### src/rtl/align_operands.sv
// -----------------------------------------------------------------------------
// align_operands
//
// Purpose:
//   Front end of a single-precision floating-point adder. It accepts an
//   operand pair, unpacks both operands into 25-bit significands and orders
//   them by magnitude. It then right-aligns the smaller significand to the
//   larger exponent, one bit per cycle, and presents the aligned pair with a
//   sticky bit. That sticky bit collects every bit shifted out of the
//   smaller significand.
//
// Ports:
//   clk               in   1   rising-edge clock
//   rst               in   1   synchronous active-high reset
//   in_valid          in   1   operand pair a/b valid
//   in_ready          out  1   block can accept a pair (IDLE, rst low)
//   a, b              in   32  IEEE-754 single-precision operands
//   out_valid         out  1   aligned result valid (DONE state)
//   out_ready         in   1   downstream accepts the result
//   significand_big   out  25  significand of larger-magnitude operand
//   significand_small out  25  smaller significand, right-aligned
//   exponent          out  8   larger biased exponent
//   op                out  1   0 add, 1 subtract (sign XOR)
//   sign              out  1   sign of larger-magnitude operand
//   sticky            out  1   OR of all bits shifted out of the small side
//
// Parameter:
//   SHIFT_CAP  exponent difference at or above which the small significand
//              is flushed to zero in one step. The legal range is 1..256.
// -----------------------------------------------------------------------------
module align_operands #(
  parameter int SHIFT_CAP = 25
) (
  input  logic        clk,
  input  logic        rst,
  input  logic        in_valid,
  output logic        in_ready,
  input  logic [31:0] a,
  input  logic [31:0] b,
  output logic        out_valid,
  input  logic        out_ready,
  output logic [24:0] significand_big,
  output logic [24:0] significand_small,
  output logic [7:0]  exponent,
  output logic        op,
  output logic        sign,
  output logic        sticky
);

  typedef enum logic [1:0] {
    IDLE  = 2'd0,
    SHIFT = 2'd1,
    DONE  = 2'd2
  } state_e;

  // 9 bits so that a cap of 256 (never flush) is still representable.
  localparam logic [8:0] CAP9 = SHIFT_CAP[8:0];

  state_e      state_q,  state_d;
  logic [7:0]  cnt_q,    cnt_d;
  logic [24:0] big_q,    big_d;
  logic [24:0] small_q,  small_d;
  logic [7:0]  exp_q,    exp_d;
  logic        op_q,     op_d;
  logic        sign_q,   sign_d;
  logic        sticky_q, sticky_d;

  logic        swap_s;
  logic [31:0] opb_s;      // larger-magnitude operand
  logic [31:0] ops_s;      // smaller-magnitude operand
  logic [24:0] sig_big_s;
  logic [24:0] sig_small_s;
  logic [7:0]  diff_s;

  // Unpack and order the incoming pair by magnitude.
  always_comb begin
    // Comparing {exponent,fraction} as one unsigned field orders by exponent
    // first and then by fraction. A strict compare makes A the winner on a tie.
    swap_s      = (b[30:0] > a[30:0]);
    opb_s       = swap_s ? b : a;
    ops_s       = swap_s ? a : b;
    sig_big_s   = {1'b0, (opb_s[30:23] != 8'd0), opb_s[22:0]};
    sig_small_s = {1'b0, (ops_s[30:23] != 8'd0), ops_s[22:0]};
    diff_s      = opb_s[30:23] - ops_s[30:23];
  end

  // Next-state and datapath update for the IDLE/SHIFT/DONE sequencer.
  always_comb begin
    state_d  = state_q;
    cnt_d    = cnt_q;
    big_d    = big_q;
    small_d  = small_q;
    exp_d    = exp_q;
    op_d     = op_q;
    sign_d   = sign_q;
    sticky_d = sticky_q;
    case (state_q)
      IDLE: begin
        if (in_valid) begin
          big_d    = sig_big_s;
          exp_d    = opb_s[30:23];
          op_d     = a[31] ^ b[31];
          sign_d   = opb_s[31];
          sticky_d = 1'b0;
          cnt_d    = 8'd0;
          if ({1'b0, diff_s} >= CAP9) begin
            // Everything would fall off the end, so flush in one step.
            small_d  = 25'd0;
            sticky_d = (sig_small_s != 25'd0);
            state_d  = DONE;
          end else if (diff_s == 8'd0) begin
            small_d = sig_small_s;
            state_d = DONE;
          end else begin
            small_d = sig_small_s;
            cnt_d   = diff_s;
            state_d = SHIFT;
          end
        end else begin
          state_d = IDLE;
        end
      end
      SHIFT: begin
        small_d  = {1'b0, small_q[24:1]};
        sticky_d = sticky_q | small_q[0];
        cnt_d    = cnt_q - 8'd1;
        if (cnt_q <= 8'd1) begin
          state_d = DONE;
        end else begin
          state_d = SHIFT;
        end
      end
      DONE: begin
        if (out_ready) begin
          state_d = IDLE;
        end else begin
          state_d = DONE;
        end
      end
      default: begin
        state_d = IDLE;
      end
    endcase
  end

  // State and datapath registers with synchronous reset.
  always_ff @(posedge clk) begin
    if (rst) begin
      state_q  <= IDLE;
      cnt_q    <= 8'd0;
      big_q    <= 25'd0;
      small_q  <= 25'd0;
      exp_q    <= 8'd0;
      op_q     <= 1'b0;
      sign_q   <= 1'b0;
      sticky_q <= 1'b0;
    end else begin
      state_q  <= state_d;
      cnt_q    <= cnt_d;
      big_q    <= big_d;
      small_q  <= small_d;
      exp_q    <= exp_d;
      op_q     <= op_d;
      sign_q   <= sign_d;
      sticky_q <= sticky_d;
    end
  end

  assign in_ready          = (state_q == IDLE) && !rst;
  assign out_valid         = (state_q == DONE);
  assign significand_big   = big_q;
  assign significand_small = small_q;
  assign exponent          = exp_q;
  assign op                = op_q;
  assign sign              = sign_q;
  assign sticky            = sticky_q;

endmodule

### config.mk
export PLATFORM = sky130hd
export DESIGN_NAME = align_operands
export DESIGN_NICKNAME = d
export VERILOG_FILES = /design/src/rtl/align_operands.sv
export SDC_FILE = /design/constraint.sdc
export NUM_CORES = 1
export LEC_CHECK = 0
export ABC_AREA = 0
export BUFFER_PORTS_ARGS = -buffer_cell sky130_fd_sc_hd__clkbuf_2
export CORE_MARGIN = 2
export CORE_UTILIZATION = 48
export DETAILED_ROUTE_END_ITERATION = 8
export PLACE_DENSITY = 0.84
export SETUP_SLACK_MARGIN = 0.15
export SLEW_MARGIN = 15
export SYNTH_ARGS = -nofsm -noshare
export SYNTH_HDL_FRONTEND = slang
export SYNTH_SLANG_ARGS = --single-unit
### constraint.sdc
create_clock -name clk -period 4.8 [get_ports clk]
set_clock_uncertainty 0.05 [all_clocks]
set_input_delay 0.24 -clock clk [delete_from_list [all_inputs] [get_ports clk]]
set_output_delay 0.24 -clock clk [all_outputs]
set_load 0.05 [all_outputs]
# Word-level counts from Yosys, hierarchy flattened
# Index checks and enable logic that the tools add are counted.
[totals] ff_bits=70 input_bits=68 wordCells=46
[op_classes] n_addsub=2 order_cmp=3 n_eq_ne=3 n_mux=18 bitwise=2 n_reduce_logical=10
[ops] op="25-bit case mux with 2 select lines" count=1
[ops] op="32-bit 2-to-1 mux" count=1
[ops] op="31-bit > comparator" count=1
[ops] op="31-bit 2-to-1 mux" count=1
[ops] op="25-bit 2-to-1 mux" count=1
[ops] op="25-bit nonzero test" count=1
[ops] op="24-bit 2-to-1 mux" count=1
[ops] op="8-bit 2-to-1 mux" count=3
[ops] op="8-bit case mux with 2 select lines" count=1
[ops] op="8-bit nonzero test" count=2
[ops] op="2-bit 2-to-1 mux" count=5
[ops] op="8-bit by 5-bit >= comparator with 1-bit output, second input constant" count=1
[ops] op="8-bit by 1-bit less-or-equal comparator with 1-bit output, second input constant" count=1
[ops] op="8-bit logical NOT" count=1
[ops] op="8-bit by 1-bit subtractor with 8-bit output, second input constant" count=1
[ops] op="8-bit subtractor" count=1
[ops] op="2-bit case mux with 3 select lines" count=1
[ops] op="2-bit AND reduction" count=2
[ops] op="2-bit by 1-bit equality test with 1-bit output, second input constant" count=1
[ops] op="2-bit equality test, second input constant" count=1
[ops] op="2-bit logical NOT" count=1
[ops] op="1-bit 2-to-1 mux" count=2
[ops] op="2-bit inequality test, second input constant" count=1
[ops] op="1-bit case mux with 2 select lines" count=1
[ops] op="other kinds (5)" count=5

# Depth between registers and ports, before layout
[logic_depth] word_depth=8 ltp_mapped=25 depth_no_buf=19

# Worst setup path after synthesis
# No wires, ideal clock.
[synth_timing] kind="input port to flip-flop" startpoint="in a[25]" endpoint="reg small_q[10] (netlist: significand_small[10])" t_arrival_ps=4382 required_time_ps=4661 path_slack_ps=279 cell_stages=24 cell_sequence="inv_1 > ha_1 > buf_2 > o21a_1 > a21oi_1 > nor2_1 > nor4b_4 > or2_1 > buf_4 > clkbuf_1 > clkbuf_1 > nor2_1 > a21oi_1 > ha_1 > nand3_1 > nor3b_1 > mux2_2 > o22ai_1 > xnor2_1 > o311ai_1 > or2_1 > buf_6 > buf_6 > o32ai_2"
[synth_via] elab_chain_len=7 word_cells_on_any_way=8 classes_between="add/sub: 1; order compare: 2; mux: 5"
[synth_lines] item="start: declaration" line_no="38" rtl="input logic [31:0] a,"
[synth_lines] item="31-bit > comparator" line_no="79" rtl="swap_s = (b[30:0] > a[30:0]);"
[synth_lines] item="32-bit 2-to-1 mux / 31-bit 2-to-1 mux (equally long branches)" line_no="80, 81"
[synth_lines] item="8-bit subtractor" line_no="84" rtl="diff_s = opb_s[30:23] - ops_s[30:23];"
[synth_lines] item="8-bit by 5-bit >= comparator with 1-bit output" line_no="106" rtl="if ({1'b0, diff_s} >= CAP9) begin"
[synth_lines] item="24-bit 2-to-1 mux (*)" line_no="106"
[synth_lines] item="25-bit 2-to-1 mux (*)" line_no="99" rtl="if (in_valid) begin"
[synth_lines] item="25-bit case mux with 2 select lines (*)" line_no="97" rtl="case (state_q)"
[synth_lines] item="end signal: assignment" line_no="161" rtl="small_q <= small_d;"
[synth_lines] item="end: declaration" line_no="62" rtl="logic [24:0] small_q, small_d;"
# Every way passes the cells marked *; elsewhere a longest branch is shown, timed or not. The select of a mux whose other input is x is not followed.
# A chain may end at the register's enable or synchronous reset.

# Worst setup path after layout
[layout_timing] startpoint="in a[24]" endpoint="reg small_q[21] (netlist: significand_small[21])"
# Same word-level chain as after synthesis.

==> results.sh <==
export IMPL_drtPass1Iterations=5
export IMPL_antennaDiodeCount=0
export IMPL_synth_area_um2=4840
export IMPL_whs_ns=0.0934
export IMPL_yosys_most_used_dff="dfxtp_1"
export IMPL_first_global_vias=4849
export IMPL_start_util_pct=49.5
export IMPL_final_common_cell="clkbuf_2"
export IMPL_rows=36
export IMPL_p_seq_share_pct=33.9
export IMPL_rsz0062_at_grt="no"
export IMPL_antenna_left=0
export IMPL_cp_start_kind="input pin"
export IMPL_clockPowerShare_pct=27.8
export IMPL_drive_above_1_share_pct=24.4
export IMPL_path_clk_slew_ns=0.08
export IMPL_dp_hpwl_um=11100
export IMPL_clkLatencyLatePin_ns=0.37
export IMPL_syn_area_per_cell_um2=7.79
export IMPL_finalPower_mw=1.95
export IMPL_fin_nets=826
export IMPL_synth_warnings=0
export IMPL_track_usage_pct=27.3
export IMPL_p_int_mw=1.14
export IMPL_grt_max_degree=67
export IMPL_worstPathRequired_ns=4.96
export IMPL_fin_crit_ns=4.21
export IMPL_swShare_pct=41.4
export IMPL_power_switching_mw=0.807
export IMPL_path_max_fanout=28
export IMPL_clockBufferDepth=2
export IMPL_timing_max_transition_violations_final=0
export IMPL_seq_area_frac_synth_pct=28.5
export IMPL_fp_dieW_um=104
export IMPL_cts_resized=0
export IMPL_design_core_area_um2=9770
export IMPL_power_frac_comb_pct=38.3
export IMPL_ir_drop_v=0.000149
export IMPL_drc=0
export IMPL_synth_cells=621
export IMPL_setup_viol=0
export IMPL_drt_initial_drc_count=362
export IMPL_portBuffers=128
export IMPL_fin_crit_sh_pct=87.7
export IMPL_numClockSinks=69
export IMPL_die_area_um2=10900
export IMPL_synth_edf_count=0
export IMPL_routed_via_density=5.95
export IMPL_synth_seq_cells=69
export IMPL_critPathKind="in2reg"
export IMPL_vias=5129
export IMPL_hold_viol_final=0
export IMPL_wirelength_um=14900
export IMPL_cts_htree_levels=3
export IMPL_gp_congestion=0.990
export IMPL_root_buffer="clkbuf_8"
export IMPL_synthToLayoutAreaGrowth_pct=18.6
export IMPL_grt_first_pass_wirelength_um=24200
export IMPL_final_util_pct=58.7
export IMPL_io_pins=131
export IMPL_synthArstFlopShare_pct=0
export IMPL_synthDistinctLibCells=61
export IMPL_end_kind="flip-flop"
export IMPL_wire_per_inst_um=17.3
export IMPL_grt_overflow_total=0
export IMPL_status="finished, final reports clean"
export IMPL_timing_final_ws_setup_ns=0.588
export IMPL_cts_buffers=9
export IMPL_hold_class="in2reg"
export IMPL_power_density_nw_per_um2=339
export IMPL_slew_headroom_pct=34.6
export IMPL_timing_fmax_mhz=237
export IMPL_tightest_slew_ns=0.978
export IMPL_die_h_um=104
export IMPL_final_cell_mix="128 x clkbuf_2, 76 x nor2_1, 70 x a21oi_1, 69 x dfxtp_1, 67 x nand2_1"
export IMPL_tritoncts="yes"
export IMPL_cap_violations=0
export IMPL_postCtsHoldBufs=0
export IMPL_antenna_found_initial=0
export IMPL_p_leak_nw=2.60
export IMPL_dp_slack_ns=0.278
export IMPL_crit_arrival_ns=4.38
export IMPL_post_cts_buffers=0
export IMPL_tns_ns=0
export IMPL_fill_cells=916
-- critical path: stages --
cell and delay [ns]:
clkbuf_2 0.15, inv_1 0.09, ha_1 0.36, a211o_1 0.27, a21oi_1 0.24, nor2_1 0.13, nor4b_4 0.38, or2_2 0.31
nor2_1 0.08, a21oi_1 0.14, ha_1 0.20, nand3_1 0.10, nand2_1 0.09, a41oi_1 0.05, mux2_2 0.31, xor2_1 0.17
o311ai_1 0.52, or2_1 0.22, buf_12 0.20, o32ai_1 0.12
-- metal layers --
layer	up-vias	wire, µm	GRT usage [%]
met5	-	0	0
met4	0	466	11.6
met3	33	983	5.26
met2	197	7130	45.5
met1	2405	6290	34.4
li1	2494	-	-
-- synthesized netlist by cell type (all sizes together) (2+ instances only) --
library cell,n,area [µm²]
xor2,4,35.0
nand2,67,251
o31ai,5,42.5
or2,2,12.5
nor2b,5,31.3
nand3,5,25.0
a21oi,70,350
nor3b,2,15.0
o21a,2,15.0
o2bb2ai,2,17.5
a311oi,24,210
dfxtp,69,1380
a211oi,18,140
and2,2,15.0
nor4,18,119
o21ai,10,50.0
buf,9,71.3
mux2,2,26.3
inv,38,143
o211ai,4,30.0
nand4,10,62.6
or4,3,22.5
xnor2,5,43.8
nor3,8,40.0
o32ai,23,314
nor2,78,295
mux2i,14,140
clkbuf,37,139
ha,34,425
o41ai,2,17.5
a221oi,3,26.3
nand2b,3,18.8
and3,25,156
-- metrics by stage --
stage	instances	area [µm²]
after floorplan	622	4840
after global placement	846	5520
after detailed placement	846	5520
after CTS	862	5740
after global routing	862	5740
final	862	5740
-- layout make-up --
| cell class | count | area (µm²) | share of cell area (%) |
|---|---|---|---|
| Inverter | 39 | 146 | 2.55 |
| Clock buffer | 11 | 131 | 2.29 |
| Clock inverter | 5 | 85.1 | 1.48 |
| Tap cell | 133 | 166 | 2.90 |
| Multi-Input combinational cell | 468 | 3110 | 54.2 |
| Sequential cell | 69 | 1380 | 24.1 |
| Timing Repair Buffer | 137 | 721 | 12.6 |
-- power groups by stage --
stage | registers, mW | clock network, mW | logic (mW)
6_report | 0.660 | 0.542 | 0.747
5_1_grt | 0.667 | 0.574 | 0.805
4_1_cts | 0.659 | 0.545 | 0.742
3_5_place_dp | 0.672 | 0 | 0.740
3_3_place_gp | 0.670 | 0 | 0.724
2_1_floorplan | 0.828 | 0 | 0.390
-- cells by family after synthesis --
| family | after synthesis | synth area share, % |
|---|---|---|
| multiplexers | 16 | 3.44 |
| adder cells (fa/ha/maj) | 34 | 8.79 |
| flip-flops | 69 | 28.5 |
| XOR/XNOR | 9 | 1.63 |
| AND/OR/NAND/NOR | 233 | 23.1 |
| other | 1 | 0.0775 |
| AO/OA/AOI/OAI | 174 | 27.0 |
| buffers and inverters | 85 | 7.37 |
-- path summary, 6_finish.rpt --
path	start	to	slack, ns	cells past startpoint
setup / recovery	a[24]	significand_small[21]	0.59	20
hold reg to reg	significand_big[20]	significand_big[20]	0.45	2
setup reg to reg	cnt_q[2]	state_q[1]	2.66	7
hold / removal	a[7]	significand_big[7]	0.09	3
-- flip-flops by register name (all words and copies together) (netlist names) --
signal	count
significand_big	24
significand_small	24
cnt_q	8
exponent	8
state_q	2
op	1
sign	1
sticky	1
(Power assumes the default switching activity.)
